**config.mk**
```make
export PLATFORM = sky130hd
export DESIGN_NAME = plb_dac_stream
export DESIGN_NICKNAME = d
export VERILOG_FILES = /design/src/rtl/plb_dac_stream.sv
export SDC_FILE = /design/constraint.sdc
export NUM_CORES = 1
export LEC_CHECK = 0
export BUFFER_PORTS_ARGS = -buffer_cell sky130_fd_sc_hd__buf_2
export CAP_MARGIN = 20
export CELL_PAD_IN_SITES_DETAIL_PLACEMENT = 0
export CELL_PAD_IN_SITES_GLOBAL_PLACEMENT = 1
export CORE_MARGIN = 2
export CORE_UTILIZATION = 57
export DETAILED_ROUTE_END_ITERATION = 10
export GPL_TIMING_DRIVEN = 0
export PLACE_DENSITY = 0.91
export SETUP_SLACK_MARGIN = 0.05
export SYNTH_ARGS = -nofsm -noshare
export SYNTH_HDL_FRONTEND = slang
export SYNTH_SLANG_ARGS = --single-unit
```
**constraint.sdc**
```tcl
create_clock -name SPLB_Clk -period 7.98 [get_ports SPLB_Clk]
set_input_delay 1.596 -clock SPLB_Clk [delete_from_list [all_inputs] [get_ports SPLB_Clk]]
set_output_delay 1.596 -clock SPLB_Clk [all_outputs]
set_load 0.02 [all_outputs]
```
**src/rtl/plb_dac_stream.sv**
```systemverilog
// Multi-channel DAC output engine: frame FIFO, programmable rate divider and
// parallel or interleaved lane driver with sticky underflow/overflow flags.
module plb_dac_stream #(
    parameter int DAC_WIDTH  = 10,
    parameter int NUM_CH     = 2,
    parameter int FIFO_DEPTH = 16,
    parameter int DIV_WIDTH  = 16
) (
    input  logic                              SPLB_Clk,
    input  logic                              SPLB_Rst_n,
    input  logic                              Samp_Wr,
    input  logic [NUM_CH*DAC_WIDTH-1:0]       Samp_Data,
    output logic                              Samp_Full,
    output logic [$clog2(FIFO_DEPTH):0]       Fifo_Level,
    input  logic                              Ctrl_En,
    input  logic                              Ctrl_Mode,
    input  logic [DIV_WIDTH-1:0]              Ctrl_Div,
    input  logic                              Clr_Flags,
    output logic                              Underflow,
    output logic                              Overflow,
    output logic [NUM_CH*DAC_WIDTH-1:0]       S_Data,
    output logic [$clog2(NUM_CH)-1:0]         S_Sel,
    output logic                              S_DCLK,
    output logic                              S_PWRDN
);

    localparam int SEL_W   = $clog2(NUM_CH);
    localparam int PTR_W   = $clog2(FIFO_DEPTH);
    localparam int LVL_W   = PTR_W + 1;
    localparam int FRAME_W = NUM_CH * DAC_WIDTH;
    localparam logic [SEL_W-1:0] LAST_CH  = SEL_W'(NUM_CH - 1);
    localparam logic [LVL_W-1:0] FULL_LVL = LVL_W'(FIFO_DEPTH);

    // ---------------- frame FIFO ----------------
    logic [FRAME_W-1:0] r_mem [FIFO_DEPTH];
    logic [PTR_W-1:0]   r_wptr, r_rptr;
    logic [LVL_W-1:0]   r_level;
    logic               r_full;

    logic               w_empty;
    logic               w_wr_acc;
    logic               w_pop;
    logic [FRAME_W-1:0] w_head;
    logic [LVL_W-1:0]   w_level_nxt;

    assign w_empty  = (r_level == '0);
    assign w_wr_acc = Samp_Wr & ~r_full;
    assign w_head   = r_mem[r_rptr];

    always_ff @(posedge SPLB_Clk) begin
        if (w_wr_acc) begin
            r_mem[r_wptr] <= Samp_Data;
        end
    end

    always_comb begin
        w_level_nxt = r_level;
        case ({w_wr_acc, w_pop})
            2'b10:   w_level_nxt = r_level + 1'b1;
            2'b01:   w_level_nxt = r_level - 1'b1;
            default: w_level_nxt = r_level;
        endcase
    end

    always_ff @(posedge SPLB_Clk or negedge SPLB_Rst_n) begin
        if (!SPLB_Rst_n) begin
            r_wptr  <= '0;
            r_rptr  <= '0;
            r_level <= '0;
            r_full  <= 1'b0;
        end else begin
            if (w_wr_acc) r_wptr <= r_wptr + 1'b1;
            if (w_pop)    r_rptr <= r_rptr + 1'b1;
            r_level <= w_level_nxt;
            r_full  <= (w_level_nxt == FULL_LVL);
        end
    end

    // ---------------- rate divider ----------------
    logic [DIV_WIDTH-1:0] r_cnt, w_cnt_nxt;
    logic [DIV_WIDTH-1:0] w_div_eff;
    logic [DIV_WIDTH:0]   w_half;
    logic [DIV_WIDTH-1:0] w_lo_init;
    logic                 w_tick;

    assign w_div_eff = (Ctrl_Div == '0) ? DIV_WIDTH'(1) : Ctrl_Div;
    assign w_half    = ({1'b0, w_div_eff} + 1'b1) >> 1;
    assign w_lo_init = DIV_WIDTH'(w_half - 1'b1);
    assign w_tick    = Ctrl_En & (r_cnt == '0);

    always_comb begin
        w_cnt_nxt = r_cnt;
        if (!Ctrl_En) begin
            w_cnt_nxt = '0;
        end else if (w_tick) begin
            w_cnt_nxt = w_div_eff;
        end else begin
            w_cnt_nxt = r_cnt - 1'b1;
        end
    end

    // ---------------- lane driver ----------------
    logic [FRAME_W-1:0]   r_data, w_data_nxt;
    logic [FRAME_W-1:0]   r_hold, w_hold_nxt;
    logic [SEL_W-1:0]     r_sel, w_sel_nxt;
    logic [SEL_W-1:0]     r_idx, w_idx_nxt;
    logic                 r_mode, w_mode_nxt;
    logic                 w_mode_eff;
    logic                 w_frame_start;
    logic                 w_upd;
    logic [FRAME_W-1:0]   w_src;
    logic [DAC_WIDTH-1:0] w_lane0;

    // A new frame is only ever fetched at channel index 0; mode follows the same rule.
    assign w_frame_start = (r_idx == '0);
    assign w_mode_eff    = w_frame_start ? Ctrl_Mode : r_mode;
    assign w_pop         = w_tick & w_frame_start & ~w_empty;
    assign w_src         = (w_frame_start && !w_empty) ? w_head : r_hold;

    always_comb begin
        w_lane0 = '0;
        for (int k = 0; k < NUM_CH; k++) begin
            if (r_idx == SEL_W'(k)) begin
                w_lane0 = w_src[k*DAC_WIDTH +: DAC_WIDTH];
            end
        end
    end

    always_comb begin
        w_data_nxt = r_data;
        w_hold_nxt = r_hold;
        w_sel_nxt  = r_sel;
        w_idx_nxt  = r_idx;
        w_mode_nxt = r_mode;
        w_upd      = 1'b0;
        if (!Ctrl_En) begin
            w_idx_nxt = '0;
        end else if (w_tick) begin
            if (w_frame_start) begin
                w_mode_nxt = Ctrl_Mode;
            end
            if (!w_mode_eff) begin
                // Parallel underflow leaves the lanes and latch clock untouched.
                if (!w_empty) begin
                    w_data_nxt = w_head;
                    w_sel_nxt  = '0;
                    w_upd      = 1'b1;
                end
            end else begin
                if (w_frame_start && !w_empty) begin
                    w_hold_nxt = w_head;
                end
                w_data_nxt                = '0;
                w_data_nxt[DAC_WIDTH-1:0] = w_lane0;
                w_sel_nxt                 = r_idx;
                w_idx_nxt                 = (r_idx == LAST_CH) ? '0 : r_idx + 1'b1;
                w_upd                     = 1'b1;
            end
        end
    end

    // ---------------- latch clock ----------------
    logic                 r_dclk, w_dclk_nxt;
    logic [DIV_WIDTH-1:0] r_lo, w_lo_nxt;

    always_comb begin
        w_dclk_nxt = r_dclk;
        w_lo_nxt   = r_lo;
        if (!Ctrl_En) begin
            w_dclk_nxt = 1'b1;
            w_lo_nxt   = '0;
        end else if (w_upd) begin
            w_dclk_nxt = 1'b0;
            w_lo_nxt   = w_lo_init;
        end else if (r_lo != '0) begin
            w_lo_nxt = r_lo - 1'b1;
        end else begin
            w_dclk_nxt = 1'b1;
        end
    end

    // ---------------- status flags ----------------
    logic r_uf, r_ovf, r_pwrdn;
    logic w_uf_set, w_ovf_set;

    assign w_uf_set  = w_tick & w_frame_start & w_empty;
    assign w_ovf_set = Samp_Wr & r_full;

    always_ff @(posedge SPLB_Clk or negedge SPLB_Rst_n) begin
        if (!SPLB_Rst_n) begin
            r_cnt   <= '0;
            r_data  <= '0;
            r_hold  <= '0;
            r_sel   <= '0;
            r_idx   <= '0;
            r_mode  <= 1'b0;
            r_dclk  <= 1'b1;
            r_lo    <= '0;
            r_uf    <= 1'b0;
            r_ovf   <= 1'b0;
            r_pwrdn <= 1'b1;
        end else begin
            r_cnt   <= w_cnt_nxt;
            r_data  <= w_data_nxt;
            r_hold  <= w_hold_nxt;
            r_sel   <= w_sel_nxt;
            r_idx   <= w_idx_nxt;
            r_mode  <= w_mode_nxt;
            r_dclk  <= w_dclk_nxt;
            r_lo    <= w_lo_nxt;
            r_pwrdn <= ~Ctrl_En;
            if (w_uf_set)       r_uf <= 1'b1;
            else if (Clr_Flags) r_uf <= 1'b0;
            if (w_ovf_set)      r_ovf <= 1'b1;
            else if (Clr_Flags) r_ovf <= 1'b0;
        end
    end

    assign Samp_Full  = r_full;
    assign Fifo_Level = r_level;
    assign Underflow  = r_uf;
    assign Overflow   = r_ovf;
    assign S_Data     = r_data;
    assign S_Sel      = r_sel;
    assign S_DCLK     = r_dclk;
    assign S_PWRDN    = r_pwrdn;

endmodule

```
==> impl_metrics.tcl <==
set metrics [dict create \
    synth-edff-count 320 \
    skew_ps 31.5 \
    grt_util_met3 0.0578 \
    synth.cell_area_um2 17200 \
    crit_required_ps 8440 \
    vias_per_cell 6.64 \
    clockBufferDepth 3 \
    synth_compound_area_frac 0.0482 \
    grt_setup_unrepaired "false" \
    synth.top_cell.area_share 0.558 \
    critical_path_arrival_ps 5570 \
    syn_area_per_cell_um2 17.6 \
    synth_xor_area_frac 0.0188 \
    yosys_warnings 0 \
    worst_slew_pin_slew_ps 1060 \
    drt-initial-drc-count 1180 \
    vias 10200 \
    final.setup.tns_ps 0 \
    synthFlopType "edfxtp_1" \
    grt_pass1_vias 10100 \
    numCtsBuffers 42 \
    h-tree-depth 2 \
    start_util 0.579 \
    port_buffers 66 \
    slowest_delay_ps 640 \
    vdd_ir_drop_max_mv 0.232 \
    critPathBufInv 3 \
    dieArea_um2 31600 \
    path_clk_slew_ps 60 \
    synth_top_cell_by_area "edfxtp_1" \
    post_cts_buffers 0 \
    critPathKind "in2reg" \
    drive_above_1_share 0.253 \
    dpl.hpwl_um 27300 \
    p_leak_nw 6.92 \
    worstPathMaxFanout 10 \
    fin_util 0.668 \
    drt_pass1_iterations 6 \
    gp_congestion 0.882 \
    max_freq_ghz 0.196 \
    grtUsageMet1 0.382 \
    async_flop_share 0.225 \
    yosys.area_share.simple 0.0656 \
    synth_cells 978 \
    cts.repair.resized 0 \
    synth_top_cells_by_count "edfxtp_1, mux4_2, dfrtp_1" \
    synth_fp_nets 1033 \
    rows 63 \
    core_region_area_um2 29700 \
    crit_path_end_kind "flip-flop" \
    status "finished clean" \
    critPathTopFamily "simple AND/OR/NAND/NOR gates" \
    area_growth_pct 15.3 \
    drc 0 \
    synth_area_leaders "edfxtp_1, dfrtp_1, mux4_2" \
    yosysSeqAreaShare 0.693 \
    grt_usage 0.285 \
    powerDensity_nw_per_um2 359 \
    setup_viol 0 \
    cp_cell_sequence "buf_2 -> mux2_2 -> or3_1 -> nand2b_1 -> buf_2 -> buf_1 -> nor2_1 -> a21oi_1 -> ha_1 -> or4b_2 -> nor4_1 -> o21ai_0 -> o31a_1 -> or3_1 -> a21oi_1" \
    clk-insertion-delay-late_ps 550 \
    finalMaxSlewViolations 0 \
    routed_wl_um 44800 \
    final-hold-violation-count 0 \
    muxShareOfSynthArea 0.150 \
    ys_seq_elements 413 \
    relSlewSlack 0.287 \
    fillCellCount 1895 \
    wire_per_inst_um 29.3 \
    pin_count 73 \
    p_total_mw 7.14 \
    hold_class "reg2reg" \
    slowest_stage "or4b_2" \
    grt_util_met2 0.471 \
    synth_top_family_by_area "multiplexers" \
    multiInputGateArea_um2 5030 \
    period_needed_ps 5110 \
    ant_nets 0 \
    clock_sinks 413 \
    ys_types 67 \
    antenna_found_initial 1 \
    finalCritPeriodShare 0.641 \
    synth.most_common_cell "edfxtp_1" \
    synth-adder-area-share 0.00988 \
    grt_busiest_layer "met2" \
    cts_root_buf "clkbuf_16" \
    die_x_um 178 \
    drv_cap 0 \
    tritoncts "built" \
    die_h_um 178 \
    ctsHoldBuffers 0 \
    startpoint_type "input pin" \
    seqCellArea_um2 11900 \
    fin_nets 1166 \
    grt_pass1_wl_um 64400 \
    grt_max_degree 71 \
    grt_overflow 0 \
]
## area by class of cell
cell class | count | area share
antenna | 1 | 0.000126
buffer | 50 | 0.0101
clock buffer | 52 | 0.0559
clock inverter | 23 | 0.00788
inverter | 11 | 0.00208
multi-input combinational | 504 | 0.254
sequential | 413 | 0.601
tap | 390 | 0.0246
timing repair buffer | 89 | 0.0445
## final timing paths
path	from	endpoint	slack [ps]	cells past startpoint
worst min register to register	r_cnt[0]	r_cnt[0]	480	1
worst min-delay path	r_cnt[0]	r_cnt[0]	480	1
worst max-delay path	Ctrl_Mode	r_lo[12]	2870	15
max in group asynchronous	SPLB_Rst_n	r_lo[10]	6330	2
worst max register to register	Fifo_Level[0]	r_lo[12]	3160	14
min in group asynchronous	SPLB_Rst_n	r_cnt[3]	960	1
## routing by layer
layer,up-vias,share of wire
li1,4206,-
met1,5258,0.37
met2,603,0.51
met3,109,0.091
met4,0,0.031
met5,-,0
## cells by family after synthesis
group,Yosys count
xor+xnor,37
buf+inv,61
mux,130
flops,413
simple gates,208
fa+ha+maj,13
compound gates,116
## placed cells by master (no fill, tap or decap), types with 8 or more instances in the layout
cell       Yosys  layout
nand3_1       15      15
o21ai_0       18      18
buf_2          5      70
a211oi_1      15      15
xnor2_1       22      22
mux4_2       100     100
a22o_1        10      10
a221oi_1      11      11
dfrtp_1       91      91
edfxtp_1     320     320
nand4_1        9       9
xor2_1        15      15
a31oi_1        8       8
inv_1         11      11
ha_1          12      12
clkbuf_16      0      43
buf_16         0      17
nand2_1       33      33
nor3_1        15      15
clkinv_1       0      12
nand2b_1      12      12
mux2_2        24      24
nor4_1        10      10
clkbuf_1      33      42
nor2_1        55      55
a21oi_1       20      20
and2_1        20      20
buf_1         11      11
## worst reg2reg max path, stage by stage, from the launching register on
cell      delay [ps]
dfrtp_1          440
or4_1            670
or3_1            470
nand2b_1         200
buf_2            290
buf_1            440
nor2_1           110
a21oi_1          140
ha_1             210
or4b_2           640
nor4_1           210
o21ai_0          170
o31a_1           220
or3_1            390
a21oi_1          150
## state kept, by name, summed over array words and instances (netlist names), 4 cells and up
register,count
Fifo_Level,5
S_Data,20
r_cnt,16
r_hold,20
r_lo,16
r_mem,320
r_rptr,4
r_wptr,4
## power by group
group	switching [mW]	internal, mW
Combinational	1.31	1.06
Clock	0.827	1.02
Sequential	0.232	2.68
## through the flow
step,cells,setup WS [ps],cell area [µm²],hold slack (ps)
after floorplan,978,3130,17200,441
after global placement,1434,2370,18000,457
after detailed placement,1451,2350,18500,467
after CTS,1526,2900,19800,475
after global routing,1533,2630,19900,515
final,1533,2870,19900,477
Note: power is estimated with default switching activity, not from simulation.
